`src/rtl/rs_tx_serializer_pkg.sv`:
```
`default_nettype none
// +----------------------------------------------------------------------------+
// | Module      : rs_tx_serializer_pkg                                         |
// | Description : Shared definitions for the RS-232 transmit path: FSM state   |
// |               encodings, parity mode constants, default bit period for a   |
// |               50 MHz clock at 115200 baud, and a parity helper.            |
// | Ports       : none (package)                                               |
// | Revision    : 1.0  initial release                                         |
// +----------------------------------------------------------------------------+
package rs_tx_serializer_pkg;

    // Transmit FSM state encodings
    localparam logic [2:0] c_st_idle   = 3'd0;
    localparam logic [2:0] c_st_start  = 3'd1;
    localparam logic [2:0] c_st_data   = 3'd2;
    localparam logic [2:0] c_st_parity = 3'd3;
    localparam logic [2:0] c_st_stop   = 3'd4;

    // Parity modes
    localparam int c_parity_none = 0;
    localparam int c_parity_odd  = 1;
    localparam int c_parity_even = 2;

    // 50 MHz / 115200 baud, rounded
    localparam int c_clk_div_default = 434;

    // Parity bit to append to a byte for the given mode. Even parity makes the
    // total count of ones even, so the bit is the plain XOR; odd inverts it.
    function automatic logic parity_bit(input logic [7:0] data, input int mode);
        logic w_x;
        w_x = ^data;
        parity_bit = (mode == c_parity_odd) ? ~w_x : w_x;
    endfunction

endpackage
`default_nettype wire

```
`src/rtl/rs_baud_tick.sv`:
```
`default_nettype none
// +----------------------------------------------------------------------------+
// | Module      : rs_baud_tick                                                 |
// | Description : Bit-period counter. Counts 0..CLK_DIV-1 and flags the last   |
// |               cycle of each period; held at zero while i_clear is high so  |
// |               the first period starts exactly when i_clear drops.          |
// | Ports       : clk      - system clock                                      |
// |               reset_n  - synchronous active-low reset                      |
// |               i_clear  - hold counter at zero                              |
// |               o_tick   - high in the last cycle of each bit period         |
// | Revision    : 1.0  initial release                                         |
// +----------------------------------------------------------------------------+
module rs_baud_tick
    import rs_tx_serializer_pkg::*;
#(
    parameter int CLK_DIV = c_clk_div_default
) (
    input  logic clk,
    input  logic reset_n,
    input  logic i_clear,
    output logic o_tick
);

    localparam logic [15:0] c_last = 16'(CLK_DIV - 1);

    logic [15:0] r_cnt;

    always_ff @(posedge clk) begin
        if (!reset_n || i_clear) begin
            r_cnt <= 16'd0;
        end else if (r_cnt == c_last) begin
            r_cnt <= 16'd0;
        end else begin
            r_cnt <= r_cnt + 16'd1;
        end
    end

    assign o_tick = (r_cnt == c_last);

endmodule
`default_nettype wire

```
`src/rtl/rs_tx_serializer.sv`:
```
`default_nettype none
// +----------------------------------------------------------------------------+
// | Module      : rs_tx_serializer                                             |
// | Description : UART transmit serializer. Accepts one byte per start pulse   |
// |               while idle and sends start bit, 8 data bits LSB first,       |
// |               optional parity and 1 or 2 stop bits on txd.                 |
// | Ports       : clk          - system clock                                  |
// |               reset_n      - synchronous active-low reset                  |
// |               rs_tx_start  - byte request, honoured only when idle         |
// |               rs_tx_data   - byte captured on the accepting edge           |
// |               rs_tx_status - busy, high while a frame is in flight         |
// |               txd          - serial line, idles at mark (1)                |
// | Revision    : 1.0  initial release                                         |
// +----------------------------------------------------------------------------+
module rs_tx_serializer
    import rs_tx_serializer_pkg::*;
#(
    parameter int CLK_DIV   = c_clk_div_default,
    parameter int PARITY    = c_parity_none,
    parameter int STOP_BITS = 1
) (
    input  logic       clk,
    input  logic       reset_n,
    input  logic       rs_tx_start,
    input  logic [7:0] rs_tx_data,
    output logic       rs_tx_status,
    output logic       txd
);

    localparam logic [2:0] c_last_stop = 3'(STOP_BITS - 1);
    localparam logic [2:0] c_last_data = 3'd7;

    logic [2:0] r_state;
    logic [7:0] r_shift;
    logic [7:0] r_par_byte;   // untouched copy of the byte for the parity bit
    logic [2:0] r_bit_cnt;
    logic       r_status;
    logic       r_txd;
    logic       w_tick;
    logic       w_clear;

    // Counter sits at zero throughout IDLE so the start bit gets a full period
    assign w_clear = (r_state == c_st_idle);

    rs_baud_tick #(
        .CLK_DIV (CLK_DIV)
    ) u_baud_tick (
        .clk     (clk),
        .reset_n (reset_n),
        .i_clear (w_clear),
        .o_tick  (w_tick)
    );

    always_ff @(posedge clk) begin
        if (!reset_n) begin
            r_state    <= c_st_idle;
            r_shift    <= 8'd0;
            r_par_byte <= 8'd0;
            r_bit_cnt  <= 3'd0;
            r_status   <= 1'b0;
            r_txd      <= 1'b1;
        end else begin
            case (r_state)
                c_st_idle: begin
                    r_txd    <= 1'b1;
                    r_status <= 1'b0;
                    if (rs_tx_start) begin
                        r_shift    <= rs_tx_data;
                        r_par_byte <= rs_tx_data;
                        r_status   <= 1'b1;
                        r_txd      <= 1'b0;
                        r_state    <= c_st_start;
                    end
                end

                // The shift register is pre-shifted as each bit goes out, so
                // r_shift[0] is always the next data bit to present.
                c_st_start: begin
                    if (w_tick) begin
                        r_txd     <= r_shift[0];
                        r_shift   <= {1'b0, r_shift[7:1]};
                        r_bit_cnt <= 3'd0;
                        r_state   <= c_st_data;
                    end
                end

                c_st_data: begin
                    if (w_tick) begin
                        if (r_bit_cnt == c_last_data) begin
                            r_bit_cnt <= 3'd0;
                            if (PARITY != c_parity_none) begin
                                r_txd   <= parity_bit(r_par_byte, PARITY);
                                r_state <= c_st_parity;
                            end else begin
                                r_txd   <= 1'b1;
                                r_state <= c_st_stop;
                            end
                        end else begin
                            r_txd     <= r_shift[0];
                            r_shift   <= {1'b0, r_shift[7:1]};
                            r_bit_cnt <= r_bit_cnt + 3'd1;
                        end
                    end
                end

                c_st_parity: begin
                    if (w_tick) begin
                        r_txd     <= 1'b1;
                        r_bit_cnt <= 3'd0;
                        r_state   <= c_st_stop;
                    end
                end

                // r_bit_cnt counts completed stop bits
                c_st_stop: begin
                    r_txd <= 1'b1;
                    if (w_tick) begin
                        if (r_bit_cnt == c_last_stop) begin
                            r_bit_cnt <= 3'd0;
                            r_status  <= 1'b0;
                            r_state   <= c_st_idle;
                        end else begin
                            r_bit_cnt <= r_bit_cnt + 3'd1;
                        end
                    end
                end

                default: begin
                    r_txd     <= 1'b1;
                    r_status  <= 1'b0;
                    r_bit_cnt <= 3'd0;
                    r_state   <= c_st_idle;
                end
            endcase
        end
    end

    assign rs_tx_status = r_status;
    assign txd          = r_txd;

endmodule
`default_nettype wire

```
`config.mk`:
```
export PLATFORM = sky130hd
export DESIGN_NAME = rs_tx_serializer
export DESIGN_NICKNAME = d
export VERILOG_FILES = /design/src/rtl/rs_tx_serializer_pkg.sv /design/src/rtl/rs_baud_tick.sv /design/src/rtl/rs_tx_serializer.sv
export SDC_FILE = /design/constraint.sdc
export NUM_CORES = 1
export LEC_CHECK = 0
export CORE_MARGIN = 1.5
export CORE_UTILIZATION = 35
export CTS_CLUSTER_SIZE = 12
export DETAILED_ROUTE_END_ITERATION = 10
export GPL_TIMING_DRIVEN = 0
export PLACE_DENSITY_LB_ADDON = 0.08
export SYNTH_ARGS = -nofsm -noshare
export SYNTH_HDL_FRONTEND = slang
export SYNTH_SLANG_ARGS = --single-unit
```
`constraint.sdc`:
```
create_clock -name clk -period 2.4 [get_ports clk]
set_input_delay 0.24 -clock clk [delete_from_list [all_inputs] [get_ports clk]]
set_output_delay 0.24 -clock clk [all_outputs]
set_load 0.03 [all_outputs]
```
**After elaboration in Yosys (flattened, before gate mapping)**

Cells that the tools add are included.

- Register bits after elaboration: 32
- Input bits: 11
- Logic and storage cells: 67

- $add $sub $neg: 2
- Eq/ne operators: 15
- Mux-type cells: 29
- Bitwise logic cells: 2
- Reductions and logical operators: 13

Operators by type and width:

| cell | count |
|---|---|
| $mux W3 | 12 |
| $mux W8 | 4 |
| $pmux W8 S3 | 1 |
| $add A16 B1 Y16 const B | 1 |
| $eq A16 B9 Y1 const B | 1 |
| $pmux W3 S5 | 1 |
| $pmux W3 S4 | 1 |
| $ne A2 B1 Y1 const B | 5 |
| $mux W1 | 8 |
| $ne A2 B2 Y1 const B | 4 |
| $reduce_and A7 Y1 | 1 |
| $eq A3 B2 Y1 const B | 2 |
| $eq A3 B3 Y1 const B | 2 |
| $logic_not A3 Y1 | 2 |
| $reduce_and A3 Y1 | 2 |
| $reduce_and A5 Y1 | 1 |
| $pmux W1 S4 | 1 |
| $reduce_and A4 Y1 | 1 |
| $reduce_or A2 Y1 | 2 |
| $add A3 B1 Y3 const B | 1 |
| $eq A3 B1 Y1 const B | 1 |
| $pmux W1 S3 | 1 |
| $reduce_bool A3 Y1 | 1 |
| $reduce_or A3 Y1 | 1 |
| 3 further kinds | 4 |

**Longest topological paths before layout**

- Depth after elaboration: 4
- Gate-level depth with buffers: 8

**Modules after synthesis**

A second synthesis with hierarchy kept.

- Cells, all modules: 183
- Area total of the unflattened synthesis: 1655.3 sq um

By module, submodules not included:

| module | times used | cells each | area an instance (sq um) |
|---|---|---|---|
| rs_tx_serializer | 1 | 101 | 898.4 |
| rs_baud_tick | 1 | 82 | 757.0 |

**Least setup slack after synthesis**

OpenSTA, ideal clock, no wires.

- Kind: register to register
- Start point: register u_baud_tick.r_cnt[0]
- End point: register r_shift[2]
- Library setup time: 116 ps
- Arrival time: 1594 ps
- Setup slack: 689 ps
- Cell stages (with the launch flop): 8
- Clock period less this slack: 1711 ps
- Path through: dfxtp_1 > ha_1 > nor3b_1 > nand4_2 > a21oi_2 > buf_4 > nand2_1 > o211a_1

- Word-level cells in the longest chain between the ends: 3

Ends and longest elaborated chain:

| item | line | source |
|---|---|---|
| start: declaration | rs_baud_tick.sv:26 | `logic [15:0] r_cnt;` |
| start signal: assignment | rs_baud_tick.sv:34 | `r_cnt <= r_cnt + 16'd1;` |
| $eq A16 B9 Y1 * | rs_baud_tick.sv:38 | `assign o_tick = (r_cnt == c_last);` |
| $ne A2 B1 Y1 (no source line) | -- |  |
| $reduce_and A5 Y1 (no source line) * | -- |  |
| end signal: assignment | rs_tx_serializer.sv:68 | `r_shift <= rs_tx_data;` |
| end signal: assignment | rs_tx_serializer.sv:81 | `r_shift <= {1'b0, r_shift[7:1]};` |
| end signal: assignment | rs_tx_serializer.sv:100 | `r_shift <= {1'b0, r_shift[7:1]};` |
| end: declaration | rs_tx_serializer.sv:34 | `logic [7:0] r_shift;` |

Mark *: on every way between the ends. The rest lies on a longest branch, timed or not.
A chain may end at the register's enable or synchronous reset.

**Worst setup path in the final report**

- Start point: register u_baud_tick.r_cnt[0]
- End point: register u_baud_tick.r_cnt[6]

- Word-level cells in the longest chain between the ends: 2

Ends and longest elaborated chain:

| item |
|---|
| branches (longest 2 deep; another with $add A16 B1 Y16) |

Parallel ways; which one is timed is not known.

==> flow_metrics.env <==
export IMPL_drc=0
export IMPL_relSlewSlack=0.580
export IMPL_grt_use_met3=0.0422
export IMPL_total_power_mw=1.12
export IMPL_stdcell_count=254
export IMPL_path_class="reg2reg"
export IMPL_synth_top_area_frac=0.393
export IMPL_vias=1348
export IMPL_r2r_cells=6
export IMPL_port_buffer_count=11
export IMPL_r2r_end="u_baud_tick.r_cnt[6]$_SDFF_PP0_"
export IMPL_cts_resized_gates=0
export IMPL_crit_start="u_baud_tick.r_cnt[0]$_SDFF_PP0_"
export IMPL_ys_top_cells_by_area="dfxtp_1 39%, mux2i_1 5.5%, nor2_1 4.4%, o211a_1 4.3%, xnor2_1 4.3%"
export IMPL_clk_pin_slew_ns=0.07
export IMPL_synthCells=183
export IMPL_cp_start_kind="flop"
export IMPL_h_tree_depth=2
export IMPL_cap_viol_max_count=0
export IMPL_clock_sinks=32
export IMPL_die_w_um=71.2
export IMPL_r2r_start="u_baud_tick.r_cnt[0]$_SDFF_PP0_"
export IMPL_hold_path_class="in2reg"
export IMPL_cellPowerDensity_nw_per_um2=589
export IMPL_initial_utilization=0.369
export IMPL_crit_end="u_baud_tick.r_cnt[6]$_SDFF_PP0_"
export IMPL_nets=217
export IMPL_mostFrequentLayoutCell="dfxtp_1"
export IMPL_core_area_sq_um=4410
export IMPL_synthesis_nets=199
export IMPL_placed_cell_area_sq_um=1800
export IMPL_status="completed"
export IMPL_busiest_layer="met2"
export IMPL_reg2reg_slack_ns=0.29
export IMPL_post_cts_buffers=0
export IMPL_final_cell_mix="32 x dfxtp_1, 19 x nor2_1, 16 x nand2_1, 11 x clkdlybuf4s50_1, 9 x mux2i_1"
export IMPL_cts_tree="done"
export IMPL_ys_async_sr_fraction=0
export IMPL_clk_latency_ns=0.28
export IMPL_synth_seq_cells=32
export IMPL_whs_path_depth=2
export IMPL_grt_pass1_vias=1233
export IMPL_holdBufCountCts=0
export IMPL_critPathCaptureType="flop"
export IMPL_seq_area_frac_synth=0.393
export IMPL_worstPathMaxFanout=10
export IMPL_synth_area_per_cell_sq_um=8.90
export IMPL_clock_skew_ns=0.00452
export IMPL_ant_nets=0
export IMPL_synth_edf_count=0
export IMPL_max_freq_mhz=473
export IMPL_numCtsBuffers=5
export IMPL_fillCellCount=438
export IMPL_die_h_um=71.2
export IMPL_num_io_pins=13
export IMPL_syn_area_sq_um=1630
export IMPL_peakVddDrop_v=0.000301
export IMPL_finalHoldViolations=0
export IMPL_final_layout_size_suffix_gt1_frac=0.0891
export IMPL_gp_congestion=0.863
export IMPL_post_route_util=0.429
export IMPL_finalSetupTns_ns=0
export IMPL_overflow=0
export IMPL_die_area_sq_um=5070
export IMPL_antenna_found_initial=0
export IMPL_period_share=0.880
export IMPL_dpl_cell_count=246
export IMPL_ys_types=42
export IMPL_rows=24
export IMPL_rsz0062_at_grt="no"
export IMPL_yosysWarningCount=0
export IMPL_power_leakage_nw=0.727
export IMPL_drtIter0Drc=64
export IMPL_area_growth_pct=16.3
export IMPL_grt_pass1_wl_mm=5.87
export IMPL_grt_max_degree=11
export IMPL_synthFlopType="dfxtp_1"
export IMPL_finalInstanceArea_sq_um=1890
export IMPL_dp_hpwl_mm=2.45
export IMPL_wl_per_cell_um=13.6
export IMPL_met1_usage=0.201
export IMPL_vias_per_cell=5.31
export IMPL_crit_arrival_ns=2.28
export IMPL_root_buffer="clkbuf_8"
export IMPL_cts_buffer_depth=2
export IMPL_wl_mm=3.46
export IMPL_setup_viol=0
export IMPL_slew_viol_final=0
export IMPL_worstMarginPinSlew_ns=0.628
export IMPL_insertedDiodeCount=0
export IMPL_drt_pass1_iter_count=4
export IMPL_min_period_ns=2.11
export IMPL_track_usage=0.147
export IMPL_grt_use_met2=0.221
export IMPL_yosysTopAreaCell="dfxtp_1"
export IMPL_critical_path_required_ns=2.57
cells by family (layout without fill, tap and decap cells):
group / after synthesis / in the layout / share of synthesized area
AOI/OAI and AO/OA: 32 / 32 / 0.140
muxes: 9 / 9 / 0.0553
adders and majority gates: 6 / 6 / 0.0445
buffers and inverters: 15 / 34 / 0.0392
xor gates and xnor gates: 15 / 15 / 0.0806
DFF: 32 / 32 / 0.393
and+or+nand+nor: 74 / 74 / 0.247
worst max-delay path, stage by stage (launching register included):
cell and delay, ns:
dfxtp_1 0.41, ha_1 0.18, nor3b_1 0.30, nand4_2 0.29, o211ai_1 0.40, buf_2 0.34, nor2_1 0.07
how the worst min path moves through the flow:
stage                       startpoint                        end  slack (ns)
6_report                       reset_n  r_bit_cnt[0]$_SDFFE_PN0P_        0.39
3_5_place_dp   r_shift[7]$_SDFFE_PN0P_    r_shift[7]$_SDFFE_PN0P_        0.47
5_1_grt                        reset_n  r_bit_cnt[0]$_SDFFE_PN0P_        0.42
4_1_cts                        reset_n  r_bit_cnt[0]$_SDFFE_PN0P_        0.39
3_3_place_gp   r_shift[7]$_SDFFE_PN0P_    r_shift[7]$_SDFFE_PN0P_        0.46
2_1_floorplan            rs_tx_data[7]    r_shift[7]$_SDFFE_PN0P_        0.40
cell type report:
type | count | area, sq um | area share
multi-input combinational | 136 | 925 | 0.488
tap | 52 | 65.1 | 0.0343
inverter | 7 | 26.3 | 0.0139
timing repair buffer | 11 | 110 | 0.0581
buffer | 8 | 37.5 | 0.0198
clock buffer | 8 | 90.1 | 0.0476
sequential | 32 | 641 | 0.338
per-stage QoR:
stage	worst slack [ns]	hold slack, ns
after global placement	0.357	0.462
after floorplan	0.689	0.398
after detailed placement	0.275	0.471
final	0.288	0.391
after global routing	0.100	0.421
after CTS	0.259	0.394
flip-flops by register name (all words and copies together), names as in the netlist:
register and count:
r_bit_cnt 3, r_shift 8, r_state 3, rs_tx_status 1, txd 1, u_baud_tick.r_cnt 16
where the power goes:
part           internal (mW)  total [mW]  switching, mW
logic                 0.0599       0.123         0.0632
registers              0.552       0.564         0.0116
clock network          0.234       0.429          0.196
Yosys cell counts, drive strengths merged, types with 2 or more instances:
cell type   n
xor2        7
nor4        4
nor3b       2
or3         2
dfxtp      32
ha          5
mux2i       9
and4        3
o211ai      3
nand4       5
nor2b       3
and3        2
o21ai       7
and2        2
o211a       7
nand3       7
xnor2       8
inv         7
nand2      16
clkbuf      3
nor2       21
buf         5
nor3        4
a21oi       8
metal layers:
layer | share of wire | wire length (um)
met5 | 0 | 0
met4 | 0.013 | 46
met2 | 0.47 | 1640
met1 | 0.48 | 1650
met3 | 0.035 | 121
Power figures use the tool's default switching activity.
